File: config.mk
export PLATFORM = sky130hd
export DESIGN_NAME = level_sequencer_flat
export DESIGN_NICKNAME = d
export VERILOG_FILES = /design/src/rtl/game_pkg.sv /design/src/rtl/level_sequencer_if.sv /design/src/rtl/tick_divider.sv /design/src/rtl/level_sequencer.sv /design/src/flat_wrapper.sv
export SDC_FILE = /design/constraint.sdc
export NUM_CORES = 1
export LEC_CHECK = 0
export BUFFER_PORTS_ARGS = -buffer_cell sky130_fd_sc_hd__buf_2
export CAP_MARGIN = 25
export CORE_MARGIN = 3
export CORE_UTILIZATION = 45
export CTS_BUF_LIST = sky130_fd_sc_hd__clkbuf_8
export DETAILED_ROUTE_END_ITERATION = 7
export PLACE_DENSITY = 0.6
export SETUP_SLACK_MARGIN = 0.02
export SLEW_MARGIN = 20
export SYNTH_ARGS = -nofsm -noshare
export SYNTH_HDL_FRONTEND = slang
export SYNTH_SLANG_ARGS = --single-unit
File: constraint.sdc
create_clock -name clk -period 3.2 [get_ports clk]
set_input_delay 0.16 -clock clk [delete_from_list [all_inputs] [get_ports clk]]
set_output_delay 0.16 -clock clk [all_outputs]
set_load 0.05 [all_outputs]
File: src/rtl/game_pkg.sv
// game_pkg: shared game-state encodings, sequencer states and move-period helper
package game_pkg;
  localparam logic [1:0] ST_RESET = 2'b00;
  localparam logic [1:0] ST_LEVEL_INCREMENT = 2'b01;
  localparam logic [1:0] ST_GAME_OVER = 2'b10;
  localparam logic [1:0] ST_WINNING = 2'b11;
  localparam int MAX_LEVEL = 8;
  typedef enum logic [1:0] {IDLE, PLAY, RESPAWN, HOLD} seq_state_t;
  function automatic logic [23:0] move_div(input logic [3:0] lvl, input logic [23:0] base, input logic [23:0] step, input logic [23:0] min_div);
    logic [3:0] l;
    logic [23:0] red;
    l = lvl > 4'(MAX_LEVEL) ? 4'(MAX_LEVEL) : lvl;
    red = 24'(l) * step;
    return (red < base && base - red > min_div) ? base - red : min_div;
  endfunction
endpackage

File: src/rtl/level_sequencer_if.sv
// level_sequencer_if: game-state inputs and sequencer outputs of the level sequencer
interface level_sequencer_if;
  logic [1:0] game_state;
  logic [3:0] current_level;
  logic player_at_goal;
  logic player_hit;
  logic move_tick;
  logic level_complete;
  logic game_over_signal;
  logic respawn;
  logic [1:0] lives;
  logic [4:0] time_left;
  modport master(output game_state, current_level, player_at_goal, player_hit,
                 input move_tick, level_complete, game_over_signal, respawn, lives, time_left);
  modport slave(input game_state, current_level, player_at_goal, player_hit,
                output move_tick, level_complete, game_over_signal, respawn, lives, time_left);
endinterface

File: src/rtl/tick_divider.sv
// tick_divider: runtime-divisor wrap strobe; the divisor is latched at each wrap or clear
module tick_divider #(
  parameter int W = 24
) (
  input  logic         clk,
  input  logic         reset,
  input  logic         en,
  input  logic         clr,
  input  logic [W-1:0] div,
  output logic         wrap
);
  logic [W-1:0] cnt, per;
  assign wrap = en && !clr && cnt == per - 1'b1;
  always_ff @(posedge clk or posedge reset)
    if (reset) begin
      cnt <= '0;
      per <= '0;
    end else begin
      cnt <= clr || wrap ? '0 : en ? cnt + 1'b1 : cnt;
      per <= clr || wrap ? div : per;
    end
endmodule

File: src/rtl/level_sequencer.sv
// level_sequencer: lives, level timer and obstacle tick; turns player events into single pulses
module level_sequencer import game_pkg::*; #(
  parameter int CLK_HZ = 25_000_000,
  parameter int BASE_TICK_DIV = 12_500_000,
  parameter int TICK_STEP_DIV = 1_250_000,
  parameter int MIN_TICK_DIV = 2_500_000,
  parameter int LEVEL_TIME_S = 30,
  parameter int START_LIVES = 3,
  parameter int RESPAWN_CYCLES = 25_000_000
) (
  input logic clk,
  input logic reset,
  level_sequencer_if.slave bus
);
  localparam int SW = $clog2(CLK_HZ) + 1;
  localparam int RW = $clog2(RESPAWN_CYCLES) + 1;
  seq_state_t state, nxt;
  logic [RW-1:0] rcnt;
  logic [23:0] mdiv;
  logic run, in_play, move_wrap, sec_wrap, timeout, goal, fail;
  logic mt_d, lc_d, go_d, rs_d;
  logic [1:0] lives_d;
  logic [4:0] time_d;
  assign run = state == PLAY;
  assign in_play = run && bus.game_state == ST_LEVEL_INCREMENT;
  assign timeout = sec_wrap && bus.time_left == 5'd1;
  assign goal = in_play && bus.player_at_goal;
  assign fail = in_play && !bus.player_at_goal && (bus.player_hit || timeout);
  assign mdiv = move_div(bus.current_level, 24'(BASE_TICK_DIV), 24'(TICK_STEP_DIV), 24'(MIN_TICK_DIV));
  tick_divider #(.W(24)) u_move (.clk, .reset, .en(run), .clr(!run), .div(mdiv), .wrap(move_wrap));
  tick_divider #(.W(SW)) u_sec (.clk, .reset, .en(run), .clr(!run), .div(SW'(CLK_HZ)), .wrap(sec_wrap));
  always_ff @(posedge clk or posedge reset)
    if (reset) begin
      state <= IDLE;
      rcnt <= '0;
      bus.move_tick <= 1'b0;
      bus.level_complete <= 1'b0;
      bus.game_over_signal <= 1'b0;
      bus.respawn <= 1'b0;
      bus.lives <= 2'(START_LIVES);
      bus.time_left <= 5'(LEVEL_TIME_S);
    end else begin
      state <= nxt;
      rcnt <= state == RESPAWN ? rcnt + 1'b1 : '0;
      bus.move_tick <= mt_d;
      bus.level_complete <= lc_d;
      bus.game_over_signal <= go_d;
      bus.respawn <= rs_d;
      bus.lives <= lives_d;
      bus.time_left <= time_d;
    end
  always_comb begin
    nxt = state;
    if (state == IDLE) nxt = bus.game_state == ST_LEVEL_INCREMENT ? PLAY : IDLE;
    else if (bus.game_state != ST_LEVEL_INCREMENT) nxt = IDLE;
    else if (state == PLAY) nxt = goal ? HOLD : fail ? (bus.lives > 2'd1 ? RESPAWN : HOLD) : PLAY;
    else if (state == RESPAWN && rcnt == RW'(RESPAWN_CYCLES - 1)) nxt = PLAY;
  end
  // goal outranks hit/timeout, and no time decrement is taken on a goal cycle
  always_comb begin
    lc_d = goal;
    go_d = fail && bus.lives <= 2'd1;
    rs_d = fail && bus.lives > 2'd1;
    mt_d = move_wrap && nxt == PLAY;
    lives_d = bus.lives;
    time_d = bus.time_left;
    if (state == IDLE) begin
      time_d = 5'(LEVEL_TIME_S);
      lives_d = bus.game_state == ST_RESET ? 2'(START_LIVES) : bus.lives;
    end else if (go_d) lives_d = 2'd0;
    else if (rs_d) begin
      lives_d = bus.lives - 2'd1;
      time_d = 5'(LEVEL_TIME_S);
    end else if (in_play && !goal && sec_wrap) time_d = bus.time_left == 5'd0 ? 5'd0 : bus.time_left - 5'd1;
  end
endmodule

File: src/flat_wrapper.sv
// flat-port wrapper written by rule: the top's interface ports become plain ports
module level_sequencer_flat import game_pkg::*;
#(
  parameter int CLK_HZ = 25_000_000,
  parameter int BASE_TICK_DIV = 12_500_000,
  parameter int TICK_STEP_DIV = 1_250_000,
  parameter int MIN_TICK_DIV = 2_500_000,
  parameter int LEVEL_TIME_S = 30,
  parameter int START_LIVES = 3,
  parameter int RESPAWN_CYCLES = 25_000_000
)
  (clk, reset, bus_game_state, bus_current_level, bus_player_at_goal, bus_player_hit, bus_move_tick, bus_level_complete, bus_game_over_signal, bus_respawn, bus_lives, bus_time_left);
  level_sequencer_if bus_i ();
  input logic clk;
  input logic reset;
  input wire logic [$bits(bus_i.game_state)-1:0] bus_game_state;
  input wire logic [$bits(bus_i.current_level)-1:0] bus_current_level;
  input wire logic [$bits(bus_i.player_at_goal)-1:0] bus_player_at_goal;
  input wire logic [$bits(bus_i.player_hit)-1:0] bus_player_hit;
  output wire logic [$bits(bus_i.move_tick)-1:0] bus_move_tick;
  output wire logic [$bits(bus_i.level_complete)-1:0] bus_level_complete;
  output wire logic [$bits(bus_i.game_over_signal)-1:0] bus_game_over_signal;
  output wire logic [$bits(bus_i.respawn)-1:0] bus_respawn;
  output wire logic [$bits(bus_i.lives)-1:0] bus_lives;
  output wire logic [$bits(bus_i.time_left)-1:0] bus_time_left;
  assign bus_i.game_state = bus_game_state;
  assign bus_i.current_level = bus_current_level;
  assign bus_i.player_at_goal = bus_player_at_goal;
  assign bus_i.player_hit = bus_player_hit;
  assign bus_move_tick = bus_i.move_tick;
  assign bus_level_complete = bus_i.level_complete;
  assign bus_game_over_signal = bus_i.game_over_signal;
  assign bus_respawn = bus_i.respawn;
  assign bus_lives = bus_i.lives;
  assign bus_time_left = bus_i.time_left;
  level_sequencer #(.CLK_HZ(CLK_HZ), .BASE_TICK_DIV(BASE_TICK_DIV), .TICK_STEP_DIV(TICK_STEP_DIV), .MIN_TICK_DIV(MIN_TICK_DIV), .LEVEL_TIME_S(LEVEL_TIME_S), .START_LIVES(START_LIVES), .RESPAWN_CYCLES(RESPAWN_CYCLES)) u_core (.clk(clk), .reset(reset), .bus(bus_i));
endmodule
==> metrics.yaml <==
synth:
  syn_area_um2: 7070
  yosysUniqueCellTypes: 71
  yosysTopAreaCellShare: 0.364
  synth_flop_cell: "dfrtp_1"
  ys_warn_count: 0
  yosysTopAreaCell: "dfrtp_1"
  ys_ff_latch: 109
  yosys-top-cells-area: "dfrtp_1 (36%), xor2_1 (8.4%), nor2_1 (6.2%)"
  yosysSeqAreaShare: 0.387
  synth_most_common_cell: "nor2_1"
  netlist_instances: 802
  synthTopCellsByCount: "nor2_1 (116), dfrtp_1 (103), xor2_1 (68)"
  synth-edff-count: 0
  async_flop_share: 1.00
  post_synth.cell_area_avg_um2: 8.82
worst_setup_path:
  r2r_start: "u_core.u_move.per[5]"
  crit_buf_inv: 4
  setup.worst_path.start: "bus_current_level[1]"
  cp_top_family: "simple AND/OR/NAND/NOR gates"
  worst-path-max-fanout: 6
  crit_required_ns: 3.46
  worstSetupStartpointType: "input port"
  critical_path.slowest_cell: "or4_4"
  arrival_ns: 3.66
  max_stage_delay_ns: 0.55
  worst_setup_path_end_kind: "flip-flop"
  critPathKind: "in -> reg"
  path_cells: "buf_8 > or2_4 > ha_4 > ha_4 > inv_2 > fa_2 > nor2b_4 > o21ai_4 > buf_4 > a31o_2 > o21a_1 > nand4_1 > nand4b_1 > or4_4 > nand4_1 > o31ai_4 > buf_6 > a22o_1"
clocking:
  cts.sinks: 109
  cts-buffers-inserted: 9
  root_buffer: "clkbuf_8"
  worst_skew_pair.late_latency_ns: 0.37
  clk_pin_slew_worst_paths_ns: 0.10
  clockBufferDepth: 2
  cts_tree: "built"
  h-tree-depth: 3
floorplanning:
  initial_core_util: 0.462
  core_area_um2: 15300
  die_y_um: 131
  die-width_um: 131
  die-area_um2: 17300
  io_pins: 21
  fp-row-count: 45
global_routing:
  grt_overflow_total: 0
  grt_pass1_vias: 6145
  grt_usage: 0.193
  grt_first_pass_wirelength_mm: 28.6
  grt_max_degree: 60
  grt_antenna_before_repair: 0
drt:
  avgViaCountPerCell: 5.45
  postRouteAntennaNets: 0
  drt_pre_antenna_iters: 5
  first_iter_violations: 312
  finalWirelength_mm: 16.8
  drc: 0
  num_vias: 6252
  wl_per_cell_um: 14.6
cells_and_area:
  diodes: 0
  fin_area_um2: 8950
  nFillCells: 1387
  synthToLayoutAreaGrowth_pct: 26.5
  layout.nets: 967
  layout-drive-gt1-share: 0.257
status:
  status: "finished with violations"
  violations: "setup timing"
pwr:
  power_leakage_nw: 3.79
  p_sw_frac: 0.312
  pwr_density_cell_nw_per_um2: 401
  net-switching-power_mw: 1.12
  pwr-share-comb: 0.326
  intPower_mw: 2.47
  peakVddDrop_uv: 254
  p_clk_frac: 0.257
  seq_power_share: 0.416
sta:
  fin_setup_tns_ns: -1.72
  fmax_mhz: 295
  fin_skew_ns: 0.00944
  worst_pin_slew_ns: 0.641
  hold_violations: 0
  min_period_ns: 3.39
  period_share: 1.06
  fin_ws_ns: -0.194
  slew_viol_final: 0
  rsz0062_at_grt: "yes"
  slew_headroom: 0.569
  setup_viol: 13
run:
  maxCapViolations: 0
worst_hold_path:
  hp-start: "bus_game_state[1]"
  hp-class: "in -> reg"
placement:
  postPlaceCellArea_um2: 8320
  hpwl_mm: 12.6
  port_buffers: 20
  dp_worst_setup_slack_ns: -0.739
  gp_congestion: 0.925
==> state kept, by name, indices dropped and copies added (netlist names) <==
signal and flops:
u_core.u_sec.cnt 26, u_core.bus.lives 2, u_core.bus.move_tick 1, u_core.bus.game_over_signal 1, u_core.state 2, u_core.bus.level_complete 1, u_core.bus.respawn 1, u_core.bus.time_left 5
u_core.u_move.cnt 24, u_core.u_move.per 19, u_core.u_sec.per 1, u_core.rcnt 26
==> per-layer routing <==
layer | GRT usage | share of wire | vias to the layer above
met1 | 0.252 | 0.45 | 3054
met2 | 0.327 | 0.49 | 115
met3 | 0.0322 | 0.031 | 31
li1 | - | - | 3052
met4 | 0.0665 | 0.023 | 0
met5 | 0 | 0 | -
==> repair_timing <==
item | in CTS | in global routing
hold buffers | 1 | 0
resized for setup | 40 | 28
endpoints found under the hold margin | 28 | 0
setup endpoints to repair | 41 | 43
gates cloned | 1 | 0
pin swaps | 29 | 33
buffers inserted | 11 | 5
==> path summary, 6_finish.rpt <==
check / to / slack, ns / cells after the start
max: u_core.u_move.per[11] / -0.19 / 18
min in group asynchronous: u_core.bus.respawn / 0.34 / 3
max in group asynchronous: u_core.bus.time_left[2] / 2.19 / 4
min: u_core.bus.lives[0] / 0.04 / 4
max reg2reg: u_core.u_move.per[11] / -0.05 / 14
min reg2reg: u_core.rcnt[0] / 0.46 / 1
==> tightest hold or removal path: cells and delay by family <==
kind	cells	cell delay, ns
and+or+nand+nor	3	0.16
buffers and inverters	1	0.09
==> cell type report <==
cell class / instances / area (um^2) / area share
clock inverter: 7 / 98.8 / 0.0110
tap: 211 / 264 / 0.0295
sequential: 109 / 2740 / 0.306
timing repair buffer: 147 / 1150 / 0.128
inverter: 26 / 103 / 0.0115
clock buffer: 9 / 124 / 0.0138
multi-input combinational: 638 / 4480 / 0.500
==> through the flow <==
step,hold WS [ns],power (mW),utilization,std cells
2_1_floorplan,0.290,2.13,-,804
6_report,0.0390,3.59,0.584,1147
4_1_cts,0.0211,3.59,0.576,1145
3_5_place_dp,0.206,2.57,0.543,1116
3_3_place_gp,0.414,2.54,0.541,1115
5_1_grt,0.0483,3.79,0.584,1147
==> power by group through the flow <==
stage / sequential [mW] / combinational [mW] / clock (mW)
after floorplan: 1.55 / 0.587 / 0
after global placement: 1.51 / 1.03 / 0
after detailed placement: 1.52 / 1.05 / 0
after CTS: 1.49 / 1.14 / 0.954
after global routing: 1.50 / 1.27 / 1.01
final: 1.49 / 1.17 / 0.923
==> placed cells by master, fill, tap and decap left out, types with 8 or more instances in the layout <==
master / count
o21ai_0: 23
a21oi_1: 20
nand3_1: 43
inv_1: 20
dfrtp_1: 103
ha_1: 18
nand2b_1: 10
or3_1: 10
nand2_1: 57
clkbuf_8: 9
buf_2: 17
a22o_1: 10
buf_6: 8
and3_1: 19
nand4_1: 14
nor3_1: 15
nor2_1: 113
xor2_1: 64
buf_4: 117
xnor2_1: 44
==> cells by family after synthesis <==
logic type,after synthesis,share of synthesized area
flops,109,0.387
xor+xnor,115,0.142
mux,5,0.00725
fa+ha+maj,26,0.0471
simple gates,357,0.257
compound gates,132,0.127
buf+inv,57,0.0318
other cells,1,0.000530
No activity file was read; power rests on OpenSTA's default activity.
